--- src/rtl/mdu_issue_ctrl_if.sv ---
// Decode/MDU-side signal bundle for mdu_issue_ctrl.
// slave = controller view, master = decode stage plus MDU driving it.
interface mdu_issue_ctrl_if;
    logic        in_valid;
    logic [3:0]  in_op;
    logic [31:0] in_srca;
    logic [31:0] in_srcb;
    logic        in_ready;
    logic        req;
    logic        mdu_busy;
    logic [31:0] mdu_result;
    logic        start;
    logic        hi_write;
    logic        lo_write;
    logic        hi_read;
    logic        lo_read;
    logic [3:0]  mdu_op;
    logic [31:0] src_a;
    logic [31:0] src_b;
    logic        rd_valid;
    logic [31:0] rd_data;
    logic        illegal_op;
    logic        stall;
    logic [15:0] stall_cycles;

    modport slave (
        input  in_valid, in_op, in_srca, in_srcb, req, mdu_busy, mdu_result,
        output in_ready, start, hi_write, lo_write, hi_read, lo_read, mdu_op,
               src_a, src_b, rd_valid, rd_data, illegal_op, stall, stall_cycles
    );

    modport master (
        output in_valid, in_op, in_srca, in_srcb, req, mdu_busy, mdu_result,
        input  in_ready, start, hi_write, lo_write, hi_read, lo_read, mdu_op,
               src_a, src_b, rd_valid, rd_data, illegal_op, stall, stall_cycles
    );
endinterface

--- src/rtl/mdu_issue_ctrl.sv ---
// Issues one MDU-class instruction at a time to the multiply/divide unit.
// Latency: accept at edge N, strobe in cycle N+1, mfhi/mflo rd_valid in cycle N+2.
// Backpressure: in_ready only in IDLE with MDU idle and no flush; else stall counted.
module mdu_issue_ctrl (
    input  logic              clk,
    input  logic              reset,
    mdu_issue_ctrl_if.slave   bus
);

    typedef enum logic [1:0] {IDLE, ISSUE, WAIT, READ} state_t;

    state_t      state_q, state_d;
    logic [3:0]  op_q;
    logic [31:0] srca_q;
    logic [31:0] srcb_q;
    logic [31:0] rd_data_q;
    logic [15:0] stall_q;

    logic        in_ready_c;
    logic        accept;
    logic        stall_c;
    logic        start_c, hi_write_c, lo_write_c, hi_read_c, lo_read_c;
    logic        rd_valid_c, illegal_c;

    assign in_ready_c = (state_q == IDLE) && !bus.mdu_busy && !bus.req;
    assign accept     = bus.in_valid && in_ready_c;
    assign stall_c    = bus.in_valid && !in_ready_c;

    always_ff @(posedge clk or negedge reset) begin
        if (!reset) begin
            state_q <= IDLE;
        end else begin
            state_q <= state_d;
        end
    end

    always_comb begin
        state_d = state_q;
        case (state_q)
            IDLE:  if (accept) state_d = ISSUE;
            ISSUE: begin
                if (bus.req)                  state_d = IDLE;
                else if (op_q[3:2] == 2'b00)  state_d = WAIT;
                else if (op_q[3:1] == 3'b011) state_d = READ;
                else                          state_d = IDLE;
            end
            // A pending flush freezes the MDU counter, so hold here until it clears.
            WAIT:  if (!bus.mdu_busy && !bus.req) state_d = IDLE;
            READ:  state_d = IDLE;
            default: state_d = IDLE;
        endcase
    end

    always_comb begin
        start_c    = 1'b0;
        hi_write_c = 1'b0;
        lo_write_c = 1'b0;
        hi_read_c  = 1'b0;
        lo_read_c  = 1'b0;
        illegal_c  = 1'b0;
        rd_valid_c = 1'b0;
        case (state_q)
            ISSUE: begin
                case (op_q)
                    4'd0, 4'd1, 4'd2, 4'd3: start_c    = 1'b1;
                    4'd4:                   hi_write_c = 1'b1;
                    4'd5:                   lo_write_c = 1'b1;
                    4'd6:                   hi_read_c  = 1'b1;
                    4'd7:                   lo_read_c  = 1'b1;
                    default:                illegal_c  = 1'b1;
                endcase
            end
            READ:    rd_valid_c = !bus.req;
            default: ;
        endcase
    end

    always_ff @(posedge clk or negedge reset) begin
        if (!reset) begin
            op_q      <= 4'd0;
            srca_q    <= 32'd0;
            srcb_q    <= 32'd0;
            rd_data_q <= 32'd0;
            stall_q   <= 16'd0;
        end else begin
            if (accept) begin
                op_q   <= bus.in_op;
                srca_q <= bus.in_srca;
                srcb_q <= bus.in_srcb;
            end
            // Capture at ISSUE exit while hi_read/lo_read holds mdu_result valid.
            if (state_q == ISSUE && !bus.req && op_q[3:1] == 3'b011) begin
                rd_data_q <= bus.mdu_result;
            end
            if (stall_c && stall_q != 16'hFFFF) begin
                stall_q <= stall_q + 16'd1;
            end
        end
    end

    assign bus.in_ready     = in_ready_c;
    assign bus.stall        = stall_c;
    assign bus.stall_cycles = stall_q;
    assign bus.start        = start_c;
    assign bus.hi_write     = hi_write_c;
    assign bus.lo_write     = lo_write_c;
    assign bus.hi_read      = hi_read_c;
    assign bus.lo_read      = lo_read_c;
    assign bus.illegal_op   = illegal_c;
    assign bus.rd_valid     = rd_valid_c;
    assign bus.rd_data      = rd_data_q;
    assign bus.src_a        = srca_q;
    assign bus.src_b        = srcb_q;
    assign bus.mdu_op       = (op_q[3:2] == 2'b00) ? op_q : 4'd0;

endmodule

--- src/flat_wrapper.sv ---
// flat-port wrapper written by rule: the top's interface ports become plain ports
module mdu_issue_ctrl_flat 
  (clk, reset, bus_in_valid, bus_in_op, bus_in_srca, bus_in_srcb, bus_req, bus_mdu_busy, bus_mdu_result, bus_in_ready, bus_start, bus_hi_write, bus_lo_write, bus_hi_read, bus_lo_read, bus_mdu_op, bus_src_a, bus_src_b, bus_rd_valid, bus_rd_data, bus_illegal_op, bus_stall, bus_stall_cycles);
  mdu_issue_ctrl_if bus_i ();
  input  logic clk;
  input  logic reset;
  input wire logic [$bits(bus_i.in_valid)-1:0] bus_in_valid;
  input wire logic [$bits(bus_i.in_op)-1:0] bus_in_op;
  input wire logic [$bits(bus_i.in_srca)-1:0] bus_in_srca;
  input wire logic [$bits(bus_i.in_srcb)-1:0] bus_in_srcb;
  input wire logic [$bits(bus_i.req)-1:0] bus_req;
  input wire logic [$bits(bus_i.mdu_busy)-1:0] bus_mdu_busy;
  input wire logic [$bits(bus_i.mdu_result)-1:0] bus_mdu_result;
  output wire logic [$bits(bus_i.in_ready)-1:0] bus_in_ready;
  output wire logic [$bits(bus_i.start)-1:0] bus_start;
  output wire logic [$bits(bus_i.hi_write)-1:0] bus_hi_write;
  output wire logic [$bits(bus_i.lo_write)-1:0] bus_lo_write;
  output wire logic [$bits(bus_i.hi_read)-1:0] bus_hi_read;
  output wire logic [$bits(bus_i.lo_read)-1:0] bus_lo_read;
  output wire logic [$bits(bus_i.mdu_op)-1:0] bus_mdu_op;
  output wire logic [$bits(bus_i.src_a)-1:0] bus_src_a;
  output wire logic [$bits(bus_i.src_b)-1:0] bus_src_b;
  output wire logic [$bits(bus_i.rd_valid)-1:0] bus_rd_valid;
  output wire logic [$bits(bus_i.rd_data)-1:0] bus_rd_data;
  output wire logic [$bits(bus_i.illegal_op)-1:0] bus_illegal_op;
  output wire logic [$bits(bus_i.stall)-1:0] bus_stall;
  output wire logic [$bits(bus_i.stall_cycles)-1:0] bus_stall_cycles;
  assign bus_i.in_valid = bus_in_valid;
  assign bus_i.in_op = bus_in_op;
  assign bus_i.in_srca = bus_in_srca;
  assign bus_i.in_srcb = bus_in_srcb;
  assign bus_i.req = bus_req;
  assign bus_i.mdu_busy = bus_mdu_busy;
  assign bus_i.mdu_result = bus_mdu_result;
  assign bus_in_ready = bus_i.in_ready;
  assign bus_start = bus_i.start;
  assign bus_hi_write = bus_i.hi_write;
  assign bus_lo_write = bus_i.lo_write;
  assign bus_hi_read = bus_i.hi_read;
  assign bus_lo_read = bus_i.lo_read;
  assign bus_mdu_op = bus_i.mdu_op;
  assign bus_src_a = bus_i.src_a;
  assign bus_src_b = bus_i.src_b;
  assign bus_rd_valid = bus_i.rd_valid;
  assign bus_rd_data = bus_i.rd_data;
  assign bus_illegal_op = bus_i.illegal_op;
  assign bus_stall = bus_i.stall;
  assign bus_stall_cycles = bus_i.stall_cycles;
  mdu_issue_ctrl u_core (.clk(clk), .reset(reset), .bus(bus_i));
endmodule
--- config.mk ---
export PLATFORM = sky130hd
export DESIGN_NAME = mdu_issue_ctrl_flat
export DESIGN_NICKNAME = d
export VERILOG_FILES = /design/src/rtl/mdu_issue_ctrl_if.sv /design/src/rtl/mdu_issue_ctrl.sv /design/src/flat_wrapper.sv
export SDC_FILE = /design/constraint.sdc
export NUM_CORES = 1
export LEC_CHECK = 0
export BUFFER_PORTS_ARGS = -buffer_cell sky130_fd_sc_hd__buf_2
export CAP_MARGIN = 20
export CORE_UTILIZATION = 46
export CTS_CLUSTER_DIAMETER = 100
export DETAILED_ROUTE_END_ITERATION = 8
export HOLD_SLACK_MARGIN = 0.03
export PLACE_DENSITY_LB_ADDON = 0.12
export SETUP_SLACK_MARGIN = 0.5
export SYNTH_ARGS = -nofsm -noshare
export SYNTH_HDL_FRONTEND = slang
export SYNTH_SLANG_ARGS = --single-unit
--- constraint.sdc ---
create_clock -name clk -period 2.5 [get_ports clk]
set_input_delay 0.125 -clock clk [delete_from_list [all_inputs] [get_ports clk]]
set_output_delay 0.125 -clock clk [all_outputs]
set_load 0.05 [all_outputs]
# Word level (Yosys, flattened, before mapping)
# Index checks and enable logic that the tools add are counted.
# classes
addsub	1
mul	0
div	0
n_lt_le_gt_ge	0
n_eq_ne	14
shift	0
muxes	20
bitwise	0
n_reduce_logical	17
# ops
op	count
16-bit by 1-bit adder with 16-bit output (second input constant)	1
4-bit by 3-bit == test with 1-bit output (second input constant)	4
16-bit != test (second input constant)	1
1-bit 2-to-1 mux	13
2-bit 2-to-1 mux	5
4-bit by 2-bit == test with 1-bit output (second input constant)	2
1-bit logical AND	8
2-bit one-hot mux with 4 select lines	1
8-bit OR reduction	1
2-bit == test (second input constant)	2
4-bit by 1-bit == test with 1-bit output (second input constant)	1
2-bit logical NOT	2
4-bit logical NOT	1
4-bit 2-to-1 mux	1
2-bit by 1-bit != test with 1-bit output (second input constant)	2
4-bit OR reduction	1
3-bit by 2-bit == test with 1-bit output (second input constant)	1
1-bit logical NOT	3
2-bit by 1-bit == test with 1-bit output (second input constant)	1
2-bit AND reduction	1
# word_totals
reg_bits	118
latch_bits	0
ramBits	0
rom_bits	0
in_bits	105
output_inout_bits	125
wordCells	58
n_memories	0

# Longest topological paths before layout
# Gate-level depths: netlist of run 1.
# depth
ltp_word	6
ltp_mapped	5
depth_no_buf	5

# Worst setup path before layout of run 1
# Ideal clock, no wire load.
# synth_timing
path_type	register -> register
start	reg u_core.state_q[0]
end	reg u_core.srcb_q[10], in the netlist u_core.bus.src_b[10]
setup_ns	0.125
arrival_ns	2.036
required_time_ns	2.375
setup_slack_ns	0.339
path_stages_with_launch	6
path_buffers	2
synth_period_minus_slack_ns	2.161
path_cell_list	dfrtp_1 > nor4_4 > nand2_1 > buf_6 > buf_6 > mux2_4
# synth_via
elab_chain_cells	4
# synth_lines
element	line_no	rtl
start: declaration	mdu_issue_ctrl.sv:12	state_t state_q, state_d;
start signal: assignment	mdu_issue_ctrl.sv:33	state_q <= state_d;
2-bit logical NOT	mdu_issue_ctrl.sv:25	assign in_ready_c = (state_q == IDLE) && !bus.mdu_busy && !bus.req;
1-bit logical AND (2 in a row)	mdu_issue_ctrl.sv:25	
net bus_in_ready	flat_wrapper.sv:14	output wire logic [$bits(bus_i.in_ready)-1:0] bus_in_ready;
1-bit logical AND	mdu_issue_ctrl.sv:26	assign accept = bus.in_valid && in_ready_c;
end signal: assignment	mdu_issue_ctrl.sv:89	srcb_q <= bus.in_srcb;
end: declaration	mdu_issue_ctrl.sv:15	logic [31:0] srcb_q;
# The timed path passes the listed nets, and every way through them passes these cells.
# A chain may end at the register's enable or synchronous reset.

# Final worst setup path of run 1
# layout_timing
start	reg u_core.state_q[0]
end	out bus_stall
# layout_via
elab_chain_cells	5
# layout_lines
element	line_no	rtl
2-bit logical NOT	mdu_issue_ctrl.sv:25	
1-bit logical AND (2 in a row)	mdu_issue_ctrl.sv:25	
1-bit logical NOT	mdu_issue_ctrl.sv:27	assign stall_c = bus.in_valid && !in_ready_c;
1-bit logical AND	mdu_issue_ctrl.sv:27	
end: declaration	flat_wrapper.sv:26	output wire logic [$bits(bus_i.stall)-1:0] bus_stall;
# Every way passes these cells.

==> results of run 1 <==
cells by family (layout without fill, tap and decap cells):
group | Yosys count | in the layout
DFF | 118 | 118
muxes | 102 | 102
and+or+nand+nor | 47 | 47
buffers and inverters | 18 | 370
xor gates and xnor gates | 14 | 14
AOI/OAI and AO/OA | 6 | 6
adders and majority gates | 1 | 1
other | 1 | 2
state kept, by name, indices dropped and copies added (netlist names):
signal,flops
u_core.bus.rd_data,32
u_core.bus.src_a,32
u_core.bus.src_b,32
u_core.bus.stall_cycles,16
u_core.op_q,4
u_core.state_q,2
cell type report:
class                           count  area (µm²)  share of cell area [%]
Clock inverter                     10       127.6                   1.657
Sequential cell                   118        2957                   38.39
Timing Repair Buffer              334        2221                   28.84
Clock buffer                       21       459.2                   5.963
Inverter                            5       18.77                  0.2437
Tap cell                          133       166.4                   2.161
Multi-Input combinational cell    172        1752                   22.75
path summary, 6_finish.rpt:
kind	startpoint	endpoint	slack, ps	depth (start not counted)
max	u_core.state_q[0]	bus_stall	580	3
min	bus_in_valid	u_core.bus.stall_cycles[8]	80	4
max reg2reg	u_core.state_q[0]	u_core.bus.rd_data[29]	590	5
min reg2reg	u_core.bus.rd_data[3]	u_core.bus.rd_data[3]	490	1
max in group asynchronous	reset	u_core.bus.rd_data[28]	1650	3
min in group asynchronous	reset	u_core.bus.src_b[3]	150	2
cell usage after synthesis (all sizes together):
cell type    n
and3         5
a2111oi      1
mux2       101
mux2i        1
clkbuf       1
a41oi        2
nand2        6
and4         3
o41ai        2
nor3b        3
nand3        5
conb         1
buf         12
nand2b       1
inv          5
nor3         3
nor2         7
xnor2       12
nor4         2
nor2b        1
o211ai       1
nand4       11
dfrtp      118
ha           1
xor2         2
tightest hold or removal path: cells and delay by family:
kind                      cells  cell delay [ps]
buffers and inverters         1              150
AOI/OAI and AO/OA             2              140
xor gates and xnor gates      1              120
stage by stage:
| step | hold WS, ps | utilization, % | cell area, µm² |
|---|---|---|---|
| after detailed placement | 139.9 | 60.90 | 6062 |
| after floorplan | -170.6 | - | 4823 |
| final | 83.41 | 77.36 | 7701 |
| after CTS | 73.72 | 77.17 | 7682 |
| after global placement | 138.8 | 60.90 | 6062 |
| after global routing | 96.31 | 77.36 | 7701 |
cell usage in the layout (no fill, tap or decap), drive strengths merged, types with 3 or more instances in the layout:
cell / synthesis / layout
clkbuf: 1 / 22
mux2: 101 / 101
nand3: 5 / 5
nor3: 3 / 3
clkinv: 0 / 6
dfrtp: 118 / 118
inv: 5 / 5
nor3b: 3 / 3
and4: 3 / 3
xnor2: 12 / 12
nor2: 7 / 7
bufinv: 0 / 3
and3: 5 / 5
nand4: 11 / 11
buf: 12 / 230
nand2: 6 / 6
dlygate4sd3: 0 / 103
per-layer routing:
layer | share of wire, % | track usage (%) | routed length [µm]
met2 | 51 | 42.24 | 6449
met4 | 2.7 | 11.84 | 344
met3 | 6.5 | 7.581 | 828
met5 | 0 | 0 | 0
met1 | 40 | 29.27 | 5030
where the power goes:
part	switching (mW)	leakage (nW)	internal, mW
Combinational	1.73	2.15	0.773
Sequential	0.278	1.45	2.28
Clock	0.812	0.293	1.58
Total	2.82	3.89	4.63
timing repair:
action,in CTS,in global routing
setup buffers,0,0
endpoints found under the hold margin,141,0
hold buffers,103,0
gates resized for setup,1,4
setup endpoints to repair,2,83
pin swaps,0,0
==> flow_metrics.tcl, run 1 <==
set metrics [dict create \
    syn_inst 307 \
    drt-vias-per-instance 4.822 \
    irDropWorstVdd_v 0.0008500 \
    setup_tns_ps 0 \
    netlist_area_mm2 0.004807 \
    htreeDepth 4 \
    nets 754 \
    die_h_um 104.2 \
    yosys_warnings 0 \
    cpMaxStageDelayCell "dfrtp_2" \
    status "complete, no violations" \
    firstDrtPassIters 4 \
    final_cells 793 \
    synth_xor_area_share_pct 2.551 \
    synthSimpleGateAreaFrac_pct 6.143 \
    synth_adder_area_share_pct 0.2603 \
    slowest_delay_ps 470 \
    cts_made_buffers 17 \
    die_w_um 104.2 \
    ys_ff_latch 118 \
    crit_buf_inv 2 \
    grt_pass1_vias 4088 \
    gp_congestion 0.7824 \
    end_kind "output pin" \
    slew_headroom_pct 53.80 \
    std_cell_rows 36 \
    fillCellCount 630 \
    routed_wl_mm 12.65 \
    report.final.slew_viol_count 0 \
    die-area_mm2 0.01086 \
    max_freq_mhz 521.9 \
    post_synth_num_cell_types 35 \
    clk_path_buf_depth 2 \
    cts.sinks 118 \
    avgSynthCellArea_um2 15.66 \
    worst_skew_pair.late_latency_ps 510 \
    seq_area_frac_synth_pct 61.43 \
    power.total_mw 7.454 \
    critPathLaunchType "flip-flop" \
    io_buffers 227 \
    fin_crit_sh_pct 76.65 \
    synth_top_family_by_area "multiplexers" \
    final_layout_size_suffix_gt1_share_pct 56.36 \
    grt_max_degree 69 \
    ant_nets 0 \
    setup_viol_count_final 0 \
    rsz0062_at_grt "yes" \
    synth_top_area_share_pct 61.43 \
    initial_core_util_pct 48.29 \
    grt_overflow_total 0 \
    track_usage_pct 25.06 \
    grt_first_pass_wirelength_mm 21.01 \
    crit_chain "o41ai_4 -> inv_1 -> buf_2" \
    synthTopCellsByArea "dfrtp_1 61%, mux2_2 19%, mux2_4 6.2%" \
    path_class "flip-flop to output pin" \
    layout_min_cycle_time_ps 1916 \
    cts_root_buf "clkbuf_8" \
    path_delay_family "flip-flops" \
    p_leak_nw 3.890 \
    synth.area.mux_share_pct 25.43 \
    syn_to_final_growth_pct 60.20 \
    hold_class "input pin to flip-flop" \
    pin_count 230 \
    wl_per_cell_um 15.96 \
    drc 0 \
    pre_cts_ws_ps 552.9 \
    core_area_mm2 0.009955 \
    synth_compound_gate_area_share_pct 1.510 \
    post-synth-top-area-cell "dfrtp_1" \
    cap_violations 0 \
    hold_viol_final 0 \
    cts_tree "done" \
    drt_iter0_drc 166 \
    worst_ep_required_time_ps 2380 \
    antennaDiodeCount 0 \
    crit_fanout 8 \
    powerDensity_mw_per_mm2 967.8 \
    placed_cells 659 \
    grt_antenna_before_repair 0 \
    dr_total_vias 3824 \
    clock_skew_ps 4.937 \
    critPathArrivalTime_ps 1790 \
    worst_slew_pin_slew_ps 686.6 \
    dp_hpwl_mm 7.656 \
    clk_pin_slew_ps 50 \
    fin_ws_ps 583.8 \
]
Power figures use the tool's default switching activity.
==> run 2: changes to the inputs <==
==> constraint.sdc (replaced) <==
create_clock -name clk -period 1.8 [get_ports clk]
set_input_delay 0.09 -clock clk [delete_from_list [all_inputs] [get_ports clk]]
set_output_delay 0.09 -clock clk [all_outputs]
set_load 0.05 [all_outputs]
==> run 2 against run 1 <==
Via count grew 10%; critical endpoint is now bus_lo_read; sequential power grew 41%; the run now ends with negative setup slack left; worst setup slack lost 590 ps; non-clock buffer count grew 47; critical path depth grew 2; global-route usage grew 3.7 points; first-iteration DRC count grew 16%; final area grew 16%; clock-buffer cell count is the same; die area is the same; cell count grew 5.8%; combinational power grew 68%.
==> flow_metrics.tcl, run 2 (synthesis gave the netlist of run 1 again) <==
set metrics [dict create \
    status "complete, but fails checks" \
    violations "negative setup slack" \
    use_met2_pct 49.19 \
    cts_made_buffers 17 \
    max_freq_mhz 555.1 \
    hold_path_depth 4 \
    track_usage_pct 28.77 \
    grt_max_degree 46 \
    p_leak_nw 4.423 \
    cts_root_buf "clkbuf_8" \
    die-area_mm2 0.01086 \
    grt-busiest-layer "met2" \
    htreeDepth 4 \
    dr_total_vias 4225 \
    r2r-start "u_core.state_q[0]" \
    drt_iter0_drc 192 \
    crit_fanout 4 \
    critPathLaunchType "flip-flop" \
    setup_tns_ps -1.587 \
    clk_path_buf_depth 2 \
    cap_violations 0 \
    final_cell_mix "200 x buf_2, 103 x dlygate4sd3_1, 98 x dfrtp_1" \
    final_util_pct 89.96 \
    firstDrtPassIters 4 \
    grt_util_met1_pct 33.40 \
    std_cell_rows 36 \
    r2r_slack_ps 20 \
    path_class "flip-flop to output pin" \
    critPathArrivalTime_ps 1710 \
    nets 801 \
    rr_endpoint "u_core.bus.src_a[21]" \
    hold_path_startpoint "bus_mdu_busy" \
    initial_core_util_pct 48.29 \
    rsz0062_at_grt "yes" \
    grt_overflow_total 0 \
    powerDensity_mw_per_mm2 1267 \
    dp_hpwl_mm 8.227 \
    die_w_um 104.2 \
    irDropWorstVdd_v 0.001180 \
    met3_usage_pct 8.020 \
    grt_antenna_before_repair 0 \
    cts_tree "done" \
    cts.sinks 118 \
    worst_skew_pair.late_latency_ps 510 \
    fin_crit_sh_pct 100.1 \
    wl_per_cell_um 19.47 \
    grt_pass1_vias 4478 \
    worst_ep_required_time_ps 1710 \
    die_h_um 104.2 \
    antennaDiodeCount 0 \
    drt-vias-per-instance 5.036 \
    final_layout_size_suffix_gt1_share_pct 65.44 \
    layout_min_cycle_time_ps 1802 \
    clock_skew_ps 12.04 \
    pin_count 230 \
    setup_viol_count_final 1 \
    hold_class "input pin to flip-flop" \
    core_area_mm2 0.009955 \
    final_common_cell "buf_2" \
    grt_first_pass_wirelength_mm 23.94 \
    fin_ws_ps -1.587 \
    report.final.slew_viol_count 0 \
    hold_end "u_core.state_q[0]" \
    routed_wl_mm 16.34 \
    drc 0 \
    worstRegToRegCells 7 \
    io_buffers 227 \
    hold_viol_final 0 \
    gp_congestion 0.8338 \
    clk_pin_slew_ps 50 \
    end_kind "output pin" \
    ant_nets 0 \
    syn_to_final_growth_pct 86.28 \
]
==> run 2: worst max path at each step <==
stage / start / end / slack, ps
floorplan: u_core.state_q[1] / u_core.bus.src_b[10] / -260
global placement: u_core.state_q[1] / u_core.bus.rd_data[22] / 120
detailed placement: u_core.state_q[1] / u_core.bus.rd_data[30] / 60
CTS: u_core.op_q[3] / bus_lo_read / 50
global route: u_core.state_q[1] / bus_lo_read / -60
finish: u_core.state_q[1] / bus_lo_read / -2
==> run 2: metrics by stage <==
step	total power [mW]	std cells	hold slack [ps]	worst slack, ps	area (µm²)
final	11.35	839	58.69	-1.587	8955
after floorplan	6.102	308	-205.6	-261.6	5067
after global placement	6.952	666	64.01	119.7	6387
after global routing	11.70	839	93.22	-64.21	8955
after CTS	11.01	824	35.21	45.53	8574
after detailed placement	7.010	666	67.77	61.44	6387
==> run 2: cell type report <==
class	instances	area, µm²
Clock buffer	21	469.2
Clock inverter	9	148.9
Fill cell	393	999.7
Inverter	5	21.27
Multi-Input combinational cell	172	2086
Sequential cell	118	2978
Tap cell	133	166.4
Timing Repair Buffer	381	3085
==> run 2: routing by layer <==
layer	vias up	wire length, µm
met5	-	0
met4	0	415
met3	31	998
met2	191	8675
met1	2129	6249
li1	1874	-
==> run 2: critical path, cell delays in order, from the launching register on <==
cell     delay [ps]
dfrtp_2         450
nor3b_4         210
nand3_2         130
buf_6           160
nor2_4          110
buf_8           150
==> run 2: power breakdown <==
| group | switching [mW] | internal (mW) | total (mW) | leakage [nW] |
|---|---|---|---|---|
| Sequential | 0.413 | 3.18 | 3.60 | 1.43 |
| Combinational | 2.67 | 1.52 | 4.19 | 2.69 |
| Clock | 1.19 | 2.37 | 3.56 | 0.309 |
==> run 2: repair_timing <==
| item | CTS | global route |
|---|---|---|
| gates cloned | 5 | 4 |
| setup endpoints to repair | 134 | 138 |
| setup buffers | 20 | 11 |
| hold buffers | 103 | 0 |
| resized for setup | 64 | 47 |
| pin swaps | 10 | 22 |
| endpoints found under the hold margin | 220 | 0 |
==> run 3: changes to the inputs <==
--- a/config.mk
+++ b/config.mk
@@ -8,10 +8,10 @@
 export BUFFER_PORTS_ARGS = -buffer_cell sky130_fd_sc_hd__buf_2
 export CAP_MARGIN = 20
 export CORE_UTILIZATION = 46
-export CTS_CLUSTER_DIAMETER = 100
 export DETAILED_ROUTE_END_ITERATION = 8
 export HOLD_SLACK_MARGIN = 0.03
 export PLACE_DENSITY_LB_ADDON = 0.12
+export RECOVER_POWER = 50
 export SETUP_SLACK_MARGIN = 0.5
 export SYNTH_ARGS = -nofsm -noshare
 export SYNTH_HDL_FRONTEND = slang
==> run 3 against run 2 <==
The run still ends with negative setup slack left; global-route usage did not move; routed wire length rose by 0.34%; cell count did not move; largest cell class unchanged; critical path type unchanged; worst setup slack got worse by 3.3 ps; largest power group unchanged; critical endpoint unchanged; clock skew fell by 1.3 ps; sequential power barely moved; sequential share of layout area rose by 0.10 points; worst hold slack got worse by 0.89 ps; final area fell by 0.31%.
==> flow_metrics.tcl, run 3 (synthesis gave the netlist of run 1 again) <==
set metrics [dict create \
    final_cell_mix "200 x buf_2, 103 x dlygate4sd3_1, 98 x dfrtp_1" \
    critPathArrivalTime_ps 1710 \
    firstDrtPassIters 5 \
    report.final.slew_viol_count 0 \
    dp_hpwl_mm 8.227 \
    routed_wl_mm 16.39 \
    worst_skew_pair.late_latency_ps 510 \
    clk_pin_slew_ps 50 \
    rsz0062_at_grt "yes" \
    track_usage_pct 28.77 \
    worstRegToRegCells 7 \
    wl_per_cell_um 19.54 \
    drt-vias-per-instance 5.081 \
    grt_pass1_vias 4478 \
    r2r_slack_ps 10 \
    syn_to_final_growth_pct 85.71 \
    ant_nets 0 \
    drc 0 \
    cell_internal_pwr_mw 7.074 \
    die_h_um 104.2 \
    grt_antenna_before_repair 0 \
    whs_ps 57.80 \
    pin_count 230 \
    final_layout_size_suffix_gt1_share_pct 65.44 \
    seqPwrFrac_pct 31.7 \
    violations "negative setup slack" \
    fin_crit_sh_pct 100.3 \
    powerDensity_mw_per_mm2 1271 \
    power_switching_mw 4.272 \
    cap_violations 0 \
    hold_path_depth 4 \
    die-area_mm2 0.01086 \
    crit_fanout 4 \
    critPathLaunchType "flip-flop" \
    grt_overflow_total 0 \
    p_leak_nw 4.413 \
    io_buffers 227 \
    final_common_cell "buf_2" \
    max_freq_mhz 554.1 \
    irDropWorstVdd_v 0.001180 \
    hold_class "input pin to flip-flop" \
    clock_skew_ps 10.77 \
    die_w_um 104.2 \
    drt_iter0_drc 179 \
    slew_headroom_pct 46.58 \
    nets 801 \
    worst_ep_required_time_ps 1710 \
    end_kind "output pin" \
    status "complete, but fails checks" \
    fillCellCount 398 \
    worst_slew_pin_slew_ps 801.3 \
    cts_root_buf "clkbuf_8" \
    gp_congestion 0.8338 \
    std_cell_rows 36 \
    path_class "flip-flop to output pin" \
    core_area_mm2 0.009955 \
    pwr-share-clk_pct 31.4 \
    cts.sinks 118 \
    power.total_mw 11.35 \
    p_comb_share_pct 36.9 \
    grt_max_degree 46 \
    layout_min_cycle_time_ps 1805 \
    cts_tree "done" \
    initial_core_util_pct 48.29 \
    fin_ws_ps -4.869 \
    setup_viol_count_final 1 \
    htreeDepth 4 \
    dr_total_vias 4263 \
    grt_first_pass_wirelength_mm 23.94 \
    pre_cts_ws_ps 61.44 \
    hold_viol_final 0 \
    antennaDiodeCount 0 \
    switching_share_pct 37.65 \
    cts_made_buffers 17 \
    setup_tns_ps -4.869 \
    clk_path_buf_depth 2 \
]
-- run 3: power groups by stage --
stage / logic (mW) / registers (mW) / clock network, mW
2_1_floorplan: 0.810 / 5.29 / 0
3_3_place_gp: 3.39 / 3.56 / 0
3_5_place_dp: 3.43 / 3.58 / 0
4_1_cts: 3.93 / 3.53 / 3.55
5_1_grt: 4.32 / 3.65 / 3.72
6_report: 4.18 / 3.60 / 3.57
-- run 3: critical path, stage by stage, from the launching register on --
cell	delay, ps
dfrtp_2	450
nor3b_4	210
nand3_2	130
buf_6	160
nor2_4	110
buf_8	150
-- run 3: path summary, 6_finish.rpt --
check / end / start
min in group asynchronous: u_core.bus.rd_data[10] / reset
worst max register to register: u_core.bus.src_a[21] / u_core.state_q[0]
max in group asynchronous: u_core.bus.src_b[29] / reset
worst min register to register: u_core.bus.stall_cycles[11] / u_core.bus.stall_cycles[11]
worst min-delay path: u_core.state_q[0] / bus_mdu_busy
worst max-delay path: bus_lo_read / u_core.state_q[1]
-- run 3: layout make-up --
cell class / instances / area [µm²] / share of cell area [%]
inverters: 5 / 21.27 / 0.2383
clock inverters: 9 / 148.9 / 1.668
clock buffers: 21 / 469.2 / 5.256
multi-input cells: 172 / 2086 / 23.36
repair buffers: 381 / 3058 / 34.25
well taps: 133 / 166.4 / 1.864
flip-flops and latches: 118 / 2978 / 33.36
-- run 3: metrics by stage --
| stage | area (µm²) | util, % | std cells |
|---|---|---|---|
| 2_1_floorplan | 5067 | - | 308 |
| 3_3_place_gp | 6387 | 64.17 | 666 |
| 3_5_place_dp | 6387 | 64.17 | 666 |
| 4_1_cts | 8574 | 86.14 | 824 |
| 5_1_grt | 8927 | 89.68 | 839 |
| 6_report | 8927 | 89.68 | 839 |
-- run 3: what timing repair did --
item / in CTS / in global routing
hold buffers: 103 / 0
resized for setup: 64 / 47
pin swaps: 10 / 22
buffers inserted: 20 / 11
endpoints found under the setup margin: 134 / 138
hold endpoints to repair: 220 / 0
cloned: 5 / 4
-- run 3: metal layers --
layer	GRT usage (%)	wire length (µm)	share of wire, %	vias to the layer above
li1	-	-	-	1875
met1	33.40	6205	38	2161
met2	49.19	8752	53	194
met3	8.020	1012	6.2	33
met4	13.67	422	2.6	0
met5	0	0	0	-
